$ cat src/rtl/des_key_sched_pkg.sv
// Shared DES key-schedule constants: widths, per-round shift table, state encoding,
// PC-1/PC-2 selection tables and the 28-bit half rotator.
package des_key_sched_pkg;

  localparam int KEY_W  = 64;
  localparam int CD_W   = 56;
  localparam int SK_W   = 48;
  localparam int HALF_W = 28;

  typedef enum logic {
    ST_IDLE = 1'b0,
    ST_RUN  = 1'b1
  } state_t;

  // Left-shift amount for rounds 1..16, stored at index 0..15.
  localparam logic [1:0] SHIFT [16] = '{
    2'd1, 2'd1, 2'd2, 2'd2, 2'd2, 2'd2, 2'd2, 2'd2,
    2'd1, 2'd2, 2'd2, 2'd2, 2'd2, 2'd2, 2'd2, 2'd1
  };

  // Source key bit (1 = MSB) for each CD bit 1..56.
  localparam int PC1_TAB [56] = '{
    57, 49, 41, 33, 25, 17,  9,
     1, 58, 50, 42, 34, 26, 18,
    10,  2, 59, 51, 43, 35, 27,
    19, 11,  3, 60, 52, 44, 36,
    63, 55, 47, 39, 31, 23, 15,
     7, 62, 54, 46, 38, 30, 22,
    14,  6, 61, 53, 45, 37, 29,
    21, 13,  5, 28, 20, 12,  4
  };

  // Source CD bit (1 = MSB) for each subkey bit 1..48.
  localparam int PC2_TAB [48] = '{
    14, 17, 11, 24,  1,  5,
     3, 28, 15,  6, 21, 10,
    23, 19, 12,  4, 26,  8,
    16,  7, 27, 20, 13,  2,
    41, 52, 31, 37, 47, 55,
    30, 40, 51, 45, 33, 48,
    44, 49, 39, 56, 34, 53,
    46, 42, 50, 36, 29, 32
  };

  // "Left" moves bits toward bit 1, matching the DES definition of the shift.
  function automatic logic [1:HALF_W] rot_half(input logic [1:HALF_W] h,
                                               input logic left,
                                               input logic [1:0] amt);
    logic [1:HALF_W] r;
    if (left) begin
      if (amt == 2'd2) r = {h[3:HALF_W], h[1:2]};
      else             r = {h[2:HALF_W], h[1]};
    end else begin
      if (amt == 2'd2) r = {h[HALF_W-1:HALF_W], h[1:HALF_W-2]};
      else             r = {h[HALF_W], h[1:HALF_W-1]};
    end
    return r;
  endfunction

  function automatic logic [1:CD_W] rot_cd(input logic [1:CD_W] cd,
                                           input logic left,
                                           input logic [1:0] amt);
    return {rot_half(cd[1:HALF_W], left, amt), rot_half(cd[HALF_W+1:CD_W], left, amt)};
  endfunction

endpackage

$ cat src/rtl/key_perm1.sv
// PC-1: selects the 56 key bits into C0/D0 and drops the eight parity bits.
module key_perm1
  import des_key_sched_pkg::*;
(
  input  logic [1:KEY_W] key,
  output logic [1:CD_W]  cd
);

  logic [7:0] parity_unused;

  generate
    for (genvar gi = 0; gi < CD_W; gi++) begin : g_pc1
      localparam int SRC = PC1_TAB[gi];
      assign cd[gi+1] = key[SRC];
    end
    for (genvar gi = 0; gi < 8; gi++) begin : g_parity
      assign parity_unused[gi] = key[8*(gi+1)];
    end
  endgenerate

endmodule

$ cat src/rtl/key_perm2.sv
// PC-2: compresses the 56-bit C/D register into a 48-bit round subkey.
module key_perm2
  import des_key_sched_pkg::*;
(
  input  logic [1:CD_W] cd,
  output logic [1:SK_W] sk
);

  // Eight C/D bits never reach the subkey.
  logic [7:0] dropped_unused;
  assign dropped_unused = {cd[9], cd[18], cd[22], cd[25], cd[35], cd[38], cd[43], cd[54]};

  generate
    for (genvar gi = 0; gi < SK_W; gi++) begin : g_pc2
      localparam int SRC = PC2_TAB[gi];
      assign sk[gi+1] = cd[SRC];
    end
  endgenerate

endmodule

$ cat src/rtl/des_key_sched.sv
// DES key-schedule sequencer: PC-1 once, then steps C/D and streams 16 PC-2 subkeys
// over valid/ready, forward (K1..K16) or reverse (K16..K1) via right rotations.
module des_key_sched
  import des_key_sched_pkg::*;
(
  input  logic            clk,
  input  logic            rst,
  input  logic            start,
  input  logic            decrypt,
  input  logic [1:KEY_W]  key,
  input  logic            abort,
  input  logic            sk_ready,
  output logic [1:SK_W]   sk,
  output logic            sk_valid,
  output logic [3:0]      sk_round,
  output logic            busy,
  output logic            done
);

  state_t         state_reg, state_next;
  logic [1:CD_W]  cd_reg, cd_next;
  logic [3:0]     step_reg, step_next;
  logic           mode_reg, mode_next;
  logic           done_reg, done_next;
  logic [1:CD_W]  pc1_cd;

  key_perm1 u_pc1 (
    .key (key),
    .cd  (pc1_cd)
  );

  key_perm2 u_pc2 (
    .cd (cd_reg),
    .sk (sk)
  );

  always_ff @(posedge clk or posedge rst) begin
    if (rst) begin
      state_reg <= ST_IDLE;
      cd_reg    <= '0;
      step_reg  <= '0;
      mode_reg  <= 1'b0;
      done_reg  <= 1'b0;
    end else begin
      state_reg <= state_next;
      cd_reg    <= cd_next;
      step_reg  <= step_next;
      mode_reg  <= mode_next;
      done_reg  <= done_next;
    end
  end

  always_comb begin
    state_next = state_reg;
    cd_next    = cd_reg;
    step_next  = step_reg;
    mode_next  = mode_reg;
    done_next  = 1'b0;
    case (state_reg)
      ST_IDLE: begin
        if (start) begin
          mode_next  = decrypt;
          step_next  = 4'd0;
          state_next = ST_RUN;
          // Decrypt starts from C16D16, which equals C0D0 after the full 28-bit cycle.
          cd_next    = decrypt ? pc1_cd : rot_cd(pc1_cd, 1'b1, SHIFT[0]);
        end
      end
      ST_RUN: begin
        if (abort) begin
          state_next = ST_IDLE;
        end else if (sk_ready) begin
          if (step_reg == 4'd15) begin
            state_next = ST_IDLE;
            done_next  = 1'b1;
          end else begin
            step_next = step_reg + 4'd1;
            if (mode_reg) cd_next = rot_cd(cd_reg, 1'b0, SHIFT[4'd15 - step_reg]);
            else          cd_next = rot_cd(cd_reg, 1'b1, SHIFT[step_reg + 4'd1]);
          end
        end
      end
      default: state_next = ST_IDLE;
    endcase
  end

  assign sk_valid = (state_reg == ST_RUN);
  assign busy     = (state_reg == ST_RUN);
  assign done     = done_reg;
  assign sk_round = mode_reg ? (4'd15 - step_reg) : step_reg;

endmodule

$ cat config.mk
export PLATFORM = sky130hd
export DESIGN_NAME = des_key_sched
export DESIGN_NICKNAME = d
export VERILOG_FILES = /design/src/rtl/des_key_sched_pkg.sv /design/src/rtl/key_perm1.sv /design/src/rtl/key_perm2.sv /design/src/rtl/des_key_sched.sv
export SDC_FILE = /design/constraint.sdc
export NUM_CORES = 1
export LEC_CHECK = 0
export ABC_AREA = 1
export CORE_MARGIN = 2
export CORE_UTILIZATION = 35
export CTS_BUF_LIST = sky130_fd_sc_hd__clkbuf_16
export CTS_CLUSTER_SIZE = 12
export DETAILED_ROUTE_END_ITERATION = 7
export GPL_TIMING_DRIVEN = 0
export SLEW_MARGIN = 0
export SYNTH_ARGS = -nofsm -noshare
export SYNTH_HDL_FRONTEND = slang
export SYNTH_SLANG_ARGS = --single-unit
$ cat constraint.sdc
create_clock -name clk -period 5.3 [get_ports clk]
set_clock_uncertainty 0.1 [all_clocks]
set_input_delay 1.325 -clock clk [delete_from_list [all_inputs] [get_ports clk]]
set_output_delay 1.325 -clock clk [all_outputs]
set_load 0.01 [all_outputs]
==> impl_metrics.yaml, run 1 <==
pwr:
  pwr-share-seq_pct: 22.7
  swShare_pct: 44.75
  max-vdd-ir-drop_mv: 0.2179
  p_int_uw: 2134
  p_comb_share_pct: 60.5
  clock_power_share_pct: 16.8
  p_per_area_nw_per_um2: 454.9
  p_sw_uw: 1729
  p_leak_uw: 0.004354
cells_and_area:
  fin_area_um2: 8491
  fillCellCount: 2067
  largest_reg_flops: 56
  ff_latch_area_um2: 1577
  postLayoutCoreUtil_pct: 45.24
  mostFrequentLayoutCell: "nand2_1"
  layout_common_cells: "nand2_1, nand3_1, a21oi_1"
  layout-drive-gt1-share_pct: 10.47
  num_antenna_cells: 0
  multi_input_area_um2: 4009
  syn_to_final_growth_pct: 26.20
  layout.cells.non_filler: 1542
  final_nets: 1379
hold_path:
  whs_path_depth: 2
  worstHoldPathType: "register to register"
  min_to: "cd_reg[22]"
  hp-start: "cd_reg[22]"
global_routing:
  grt_max_degree: 64
  antenna_found_initial: 0
  grt_pass1_vias: 7203
  grt-ovfl-total: 0
  grt_usage_pct: 23.76
  grt_pass1_wl_mm: 38.58
floorplan:
  dieArea_um2: 20350
  io_pins: 125
  die_width_um: 142.6
  core_um2: 18770
  start_util_pct: 35.85
  rows: 50
  die_h_um: 142.6
critical_path:
  r2r_cells: 12
  worstPathMaxFanout: 10
  startpoint_type: "register"
  r2r_start: "step_reg[1]"
  r2r_slack_ns: 2.98
  arrival_ns: 2.34
  cp.required_ns: 3.88
  end_kind: "primary output"
  reg2reg_to: "cd_reg[28]"
  crit_type: "register to primary output"
timing:
  hold_violations: 0
  timing.fmax_mhz: 265.9
  period_share_pct: 70.95
  finalSetupTns_ns: 0
  rsz0062_at_grt: "false"
  finalSetupViolations: 0
  tightest_slew_ns: 0.8541
  slew_headroom_pct: 43.06
  slew_violations: 0
  timing.final.crit_period_ns: 3.760
cts:
  post_cts_resized: 0
  holdBufCountCts: 0
  worstSkewPairLatency_ns: 0.35
  cts_buffer_depth: 2
  cts_setup_buffers: 0
  cts_buffers: 9
  cts_tree: "yes"
  clk_pin_slew_ns: 0.06
  htree_levels: 3
  cts.sinks: 63
  cts_root_buffer: "clkbuf_16"
routing:
  drc_errors: 0
  drt_iter0_markers: 790
  wl_per_cell_um: 15.54
  drtPass1Iterations: 6
  via_per_inst: 5.219
  ant_nets: 0
  wirelength_mm: 23.96
  num_vias: 8048
placement:
  io_buffers: 116
  dp_cells: 1526
  dp_hpwl_mm: 17.25
  place_area_um2: 8184
  gp_congestion: 0.9162
synth:
  synthesis.area_um2: 6728
  yosys_warnings: 0
  synth_cell_type_count: 24
  syn-num-nets: 1252
  seq_area_frac_synth_pct: 23.43
  syn_inst: 1176
  syn_area_per_cell_um2: 5.721
  ys_ff_latch: 63
outcome:
  outcome: "complete, no violations"
job:
  cap_violations: 0
[metal layers]
layer	wire length (um)	vias up	global-route usage [%]	share of wire (%)
met3	1436	31	2.985	6.0
li1	-	4002	-	-
met2	10970	298	37.75	46
met1	10980	3717	33.67	46
met4	576	0	7.295	2.4
met5	0	-	0	0
[worst max path at each step]
| stage | slack [ns] | end | from |
|---|---|---|---|
| after CTS | 1.51 | sk_round[0] | mode_reg |
| after global placement | 0.85 | step_reg[2] | rst |
| after floorplan | 2.31 | busy | rst |
| after global routing | 1.45 | sk_round[3] | mode_reg |
| final | 1.54 | sk_round[0] | mode_reg |
| after detailed placement | 1.77 | cd_reg[25] | decrypt |
[power by group through the flow]
| stage | clock network (uW) | logic [uW] | registers, uW |
|---|---|---|---|
| after floorplan | 0 | 1620 | 796 |
| after global placement | 0 | 2290 | 884 |
| after detailed placement | 0 | 2310 | 881 |
| after CTS | 660 | 2330 | 874 |
| after global routing | 680 | 2620 | 909 |
| final | 648 | 2340 | 877 |
[through the flow]
step / power [uW] / worst slack, ns / hold slack, ns
global placement: 3176 / 0.8470 / 0.3955
CTS: 3860 / 1.514 / 0.4069
global route: 4208 / 1.450 / 0.4387
floorplan: 2413 / 2.305 / 0.3712
finish: 3862 / 1.540 / 0.4071
detailed placement: 3195 / 1.767 / 0.3984
[critical path, stage by stage (launching register included)]
cell             delay [ns]
dfrtp_1                0.32
clkbuf_1               0.36
clkbuf_1               0.54
xor2_1                 0.20
clkdlybuf4s50_1        0.56
[layout make-up]
class	instances	share of cell area, %
multi-input cells	895	47.21
inverters	72	3.213
clock buffers	9	2.653
plain buffers	146	10.27
clock inverters	7	0.9579
repair buffers	116	13.68
flip-flops and latches	63	18.57
well taps	234	3.448
[Yosys cell counts, drive strengths merged]
cell type,n,share of area (%)
ha,6,1.1
o21ai,3,0.28
buf,106,11
nand3b,1,0.11
inv,72,4.0
nor3,3,0.37
nand2,362,21
dfrtp,63,23
a21oi,169,13
clkbuf,40,2.2
o22ai,3,0.28
nor2,114,6.4
xor2,4,0.52
nand3,230,17
[kinds of logic after synthesis]
group                    after synthesis  share of synthesized area [%]
AND/OR/NAND/NOR                      710                          44.82
AO/OA/AOI/OAI                        175                          13.13
adder cells (fa/ha/maj)                6                          1.116
flip-flops                            63                          23.43
buffers and inverters                218                          16.98
XOR/XNOR                               4                         0.5207
(Power assumes the default switching activity.)
==> run 2, diff against run 1 <==
==> constraint.sdc (replaced) <==
create_clock -name clk -period 3.3 [get_ports clk]
set_clock_uncertainty 0.1 [all_clocks]
set_input_delay 0.825 -clock clk [delete_from_list [all_inputs] [get_ports clk]]
set_output_delay 0.825 -clock clk [all_outputs]
set_load 0.01 [all_outputs]
==> run 2 against run 1 <==
Critical path depth did not move. Via count barely moved. Global-route usage did not move. Clock-buffer cell count did not move. Sequential cell count did not move. Utilization barely moved. Clock power rose by 60%. Total power rose by 61%. Sequential power rose by 61%. Sequential share of layout area barely moved. Register-to-register slack got worse by 2.0 ns. Final area barely moved.
==> impl_metrics.yaml, run 2 (synthesized netlist as in run 1, its figures left out) <==
outcome:
  outcome: "complete, no violations"
cells_and_area:
  mostFrequentLayoutCell: "nand2_1"
  layout.cells.non_filler: 1542
  layout-drive-gt1-share_pct: 10.55
  num_antenna_cells: 0
  final_nets: 1379
  fillCellCount: 2066
  fin_area_um2: 8492
  layout_common_cells: "nand2_1, nand3_1, a21oi_1"
  largest_reg_flops: 56
  syn_to_final_growth_pct: 26.22
cts:
  worstSkewPairLatency_ns: 0.35
  cts_tree: "yes"
  cts.sinks: 63
  cts_setup_buffers: 0
  htree_levels: 3
  clk_pin_slew_ns: 0.06
  cts_buffers: 9
  cts_buffer_depth: 2
  cts_root_buffer: "clkbuf_16"
placement:
  dp_hpwl_mm: 17.25
  io_buffers: 116
  dp_cells: 1526
  place_area_um2: 8184
  post-place-ws_ns: 0.2666
  gp_congestion: 0.9162
timing:
  hold_ws_ns: 0.4071
  worst_slack_ns: 0.2354
  timing.final.crit_period_ns: 3.065
  rsz0062_at_grt: "false"
  period_share_pct: 92.87
  finalSetupTns_ns: 0
  hold_violations: 0
  timing.fmax_mhz: 326.3
  slew_headroom_pct: 43.11
  tightest_slew_ns: 0.8534
  finalSetupViolations: 0
  slew_violations: 0
critical_path:
  cp_slowest_cell: "clkdlybuf4s50_1"
  cp_num_buf_inv: 3
  critPathTopFamily: "buffers and inverters"
  worst_path_largest_cell_delay_ns: 0.56
  cp.required_ns: 2.37
  worstPathMaxFanout: 10
  end_kind: "primary output"
  crit_type: "register to primary output"
  crit_chain: "clkbuf_1, clkbuf_2, xor2_1, clkdlybuf4s50_1"
  startpoint_type: "register"
  arrival_ns: 2.14
floorplan:
  die_width_um: 142.6
  core_um2: 18770
  rows: 50
  io_pins: 125
  dieArea_um2: 20350
  die_h_um: 142.6
  start_util_pct: 35.85
routing:
  wl_per_cell_um: 15.54
  drt_iter0_markers: 790
  drtPass1Iterations: 5
  wirelength_mm: 23.96
  ant_nets: 0
  via_per_inst: 5.222
  drc_errors: 0
  num_vias: 8053
global_routing:
  grt-ovfl-total: 0
  grt_pass1_wl_mm: 38.58
  grt_max_degree: 64
  antenna_found_initial: 0
  grt_pass1_vias: 7203
  grt_usage_pct: 23.76
pwr:
  max-vdd-ir-drop_mv: 0.3500
  p_leak_uw: 0.004357
  p_per_area_nw_per_um2: 730.7
job:
  cap_violations: 0
hold_path:
  worstHoldPathType: "register to register"
run 2: per-stage QoR:
| stage | util (%) | total power (uW) |
|---|---|---|
| after global routing | 45.25 | 6759 |
| after floorplan | - | 3875 |
| final | 45.25 | 6205 |
| after detailed placement | 43.61 | 5132 |
| after CTS | 45.24 | 6199 |
| after global placement | 43.59 | 5101 |
run 2: final timing paths:
path	start	end	slack (ns)	cells after the start
setup reg to reg	step_reg[1]	cd_reg[28]	0.98	12
hold / removal	cd_reg[22]	cd_reg[22]	0.41	2
hold reg to reg	cd_reg[22]	cd_reg[22]	0.41	2
min in group asynchronous	rst	cd_reg[25]	0.91	2
setup / recovery	mode_reg	sk_round[0]	0.24	4
max in group asynchronous	rst	done	1.63	2
run 2: power breakdown:
group | internal (uW) | total [uW] | switching, uW | leakage [uW]
combinational | 1730 | 3760 | 2030 | 0.00341
sequential | 1050 | 1410 | 356 | 0.000780
clock | 651 | 1040 | 390 | 0.000163
run 2: area by class of cell:
class                           instances  area (um2)  area share, %
Multi-Input combinational cell        895        4009          47.21
Clock buffer                            9       225.2          2.652
Clock inverter                          7       81.33         0.9577
Inverter                               72       272.8          3.212
Tap cell                              234       292.8          3.448
Buffer                                146       873.3          10.28
Sequential cell                        63        1577          18.56
Timing Repair Buffer                  116        1161          13.67
run 2: worst min-delay path, cell delays in order (launching register included):
cell and delay [ns]:
dfrtp_1 0.36, nand2_1 0.06, nand2_1 0.05
run 2: per-layer routing:
metal / track usage [%] / vias up / share of wire (%)
met5: 0 / - / 0
met4: 7.295 / 0 / 2.4
met3: 2.985 / 31 / 6.0
met2: 37.75 / 300 / 46
met1: 33.67 / 3719 / 46
li1: - / 4003 / -
run 2: repair_timing:
| action | in CTS | in global routing |
|---|---|---|
| gates resized for setup | 0 | 2 |
| hold buffers | 0 | 0 |
| endpoints found under the setup margin | 0 | 4 |
==> run 3, diff against run 2 <==
--- a/config.mk
+++ b/config.mk
@@ -6,12 +6,14 @@
 export NUM_CORES = 1
 export LEC_CHECK = 0
 export ABC_AREA = 1
+export CAP_MARGIN = 30
 export CORE_MARGIN = 2
-export CORE_UTILIZATION = 35
+export CORE_UTILIZATION = 31
 export CTS_BUF_LIST = sky130_fd_sc_hd__clkbuf_16
 export CTS_CLUSTER_SIZE = 12
 export DETAILED_ROUTE_END_ITERATION = 7
 export GPL_TIMING_DRIVEN = 0
+export PLACE_DENSITY_LB_ADDON = 0.12
 export SLEW_MARGIN = 0
 export SYNTH_ARGS = -nofsm -noshare
 export SYNTH_HDL_FRONTEND = slang
==> run 3 against run 2 <==
Total power down 2.4%. Sequential power about the same. Maximum frequency down 1.1%. Sequential cell count unchanged. Clock power down 14%. Register-to-register slack worse by 0.02 ns. Die area up 13%. Worst setup slack worse by 0.033 ns. Critical path type unchanged. Critical endpoint is now sk_round[2]. Largest cell class unchanged. Highest routed layer unchanged.
==> impl_metrics.yaml, run 3 (synthesized netlist as in run 1, its figures left out) <==
outcome:
  outcome: "complete, no violations"
cts:
  cts_buffer_depth: 2
  cts_buffers: 9
  cts_tree: "yes"
  cts_root_buffer: "clkbuf_16"
  cts.sinks: 63
  holdBufCountCts: 0
  cts_setup_buffers: 0
  clk_pin_slew_ns: 0.06
  htree_levels: 3
  worstSkewPairLatency_ns: 0.35
cells_and_area:
  largest_reg_flops: 56
  layout-drive-gt1-share_pct: 10.47
  mostFrequentLayoutCell: "nand2_1"
  syn_to_final_growth_pct: 26.26
  fin_area_um2: 8494
  layout_common_cells: "nand2_1, nand3_1, a21oi_1"
  postLayoutCoreUtil_pct: 40.16
  num_antenna_cells: 0
  final_nets: 1379
timing:
  slew_headroom_pct: 41.35
  period_share_pct: 93.86
  rsz0062_at_grt: "false"
  finalSetupViolations: 0
  hold_violations: 0
  timing.fmax_mhz: 322.9
  finalSetupTns_ns: 0
  slew_violations: 0
  tightest_slew_ns: 0.8797
  timing.final.crit_period_ns: 3.097
pwr:
  p_comb_share_pct: 61.9
  p_leak_uw: 0.004327
  swShare_pct: 45.96
  pwr-share-seq_pct: 23.4
  max-vdd-ir-drop_mv: 0.2563
  p_sw_uw: 2784
  clock_power_share_pct: 14.7
  p_int_uw: 3272
  p_per_area_nw_per_um2: 712.9
placement:
  place_area_um2: 8235
  io_buffers: 116
  dp_hpwl_mm: 17.71
  gp_congestion: 0.8768
critical_path:
  end_kind: "primary output"
  arrival_ns: 2.17
  r2r_cells: 12
  cp.required_ns: 2.37
  reg2reg_to: "cd_reg[29]"
  crit_type: "register to primary output"
  startpoint_type: "register"
  worstPathMaxFanout: 10
  r2r_start: "step_reg[1]"
  r2r_slack_ns: 0.96
floorplan:
  dieArea_um2: 22900
  die_h_um: 151.3
  io_pins: 125
  rows: 53
  start_util_pct: 31.80
  die_width_um: 151.3
  core_um2: 21150
global_routing:
  grt_max_degree: 64
  grt-ovfl-total: 0
  grt_usage_pct: 21.50
  grt_pass1_vias: 7289
  antenna_found_initial: 0
  grt_pass1_wl_mm: 38.73
routing:
  num_vias: 7846
  wirelength_mm: 24.28
  drt_iter0_markers: 629
  ant_nets: 0
  drtPass1Iterations: 5
  via_per_inst: 4.956
  drc_errors: 0
  wl_per_cell_um: 15.33
job:
  cap_violations: 0
hold_path:
  worstHoldPathType: "register to register"
  min_to: "cd_reg[9]"
  whs_path_depth: 2
  hp-start: "cd_reg[9]"
[run 3: cell types whose count changed in the layout (fill, tap and decap cells not counted)]
cell,delta
clkinv_1,+2
bufinv_16,-2
clkinvlp_4,+1
inv_1,-1
[run 3: through the flow]
stage	power [uW]	setup slack, ns	hold slack (ns)	cells
floorplan	3875	0.8053	0.3712	1176
global placement	5127	-0.6622	0.3972	1567
detailed placement	5152	0.2440	0.3984	1567
CTS	6067	0.1814	0.4114	1583
global route	6602	0.1279	0.4509	1583
finish	6056	0.2026	0.4110	1583
[run 3: critical path, cell delays in order (launching register included)]
cell and delay (ns):
dfrtp_1 0.32, clkbuf_1 0.37, clkbuf_2 0.38, xor2_1 0.19, clkdlybuf4s50_1 0.57
[run 3: how the worst max path moves through the flow]
stage	startpoint	endpoint	slack [ns]	cells past startpoint
2_1_floorplan	rst	busy	0.81	1
3_3_place_gp	rst	step_reg[0]	-0.66	2
3_5_place_dp	decrypt	cd_reg[25]	0.24	8
4_1_cts	mode_reg	sk_round[2]	0.18	4
5_1_grt	mode_reg	sk_round[2]	0.13	4
6_report	mode_reg	sk_round[2]	0.20	4
[run 3: power by group through the flow]
stage                     combinational, uW  sequential (uW)  clock, uW
final                                  3750             1410        892
after global routing                   4200             1460        938
after CTS                              3750             1410        903
after detailed placement               3730             1420          0
after global placement                 3700             1430          0
after floorplan                        2600             1280          0
[run 3: timing repair]
action                     4_1_cts  5_1_grt
hold endpoints to repair         0        0
gates resized for setup          1        0
setup endpoints to repair        1        0
[run 3: final cells by class]
type	count	area, um2
Fill cell	2312	12660
Multi-Input combinational cell	895	4009
Sequential cell	63	1577
Timing Repair Buffer	116	1161
Buffer	146	873.3
Tap cell	275	344.1
Inverter	72	272.8
Clock buffer	9	225.2
Clock inverter	7	32.53
[run 3: per-layer routing]
metal / track usage [%] / routed length, um
met1: 30.75 / 11880
met2: 34.19 / 10840
met3: 2.078 / 1162
met4: 6.449 / 395
met5: 0 / 0
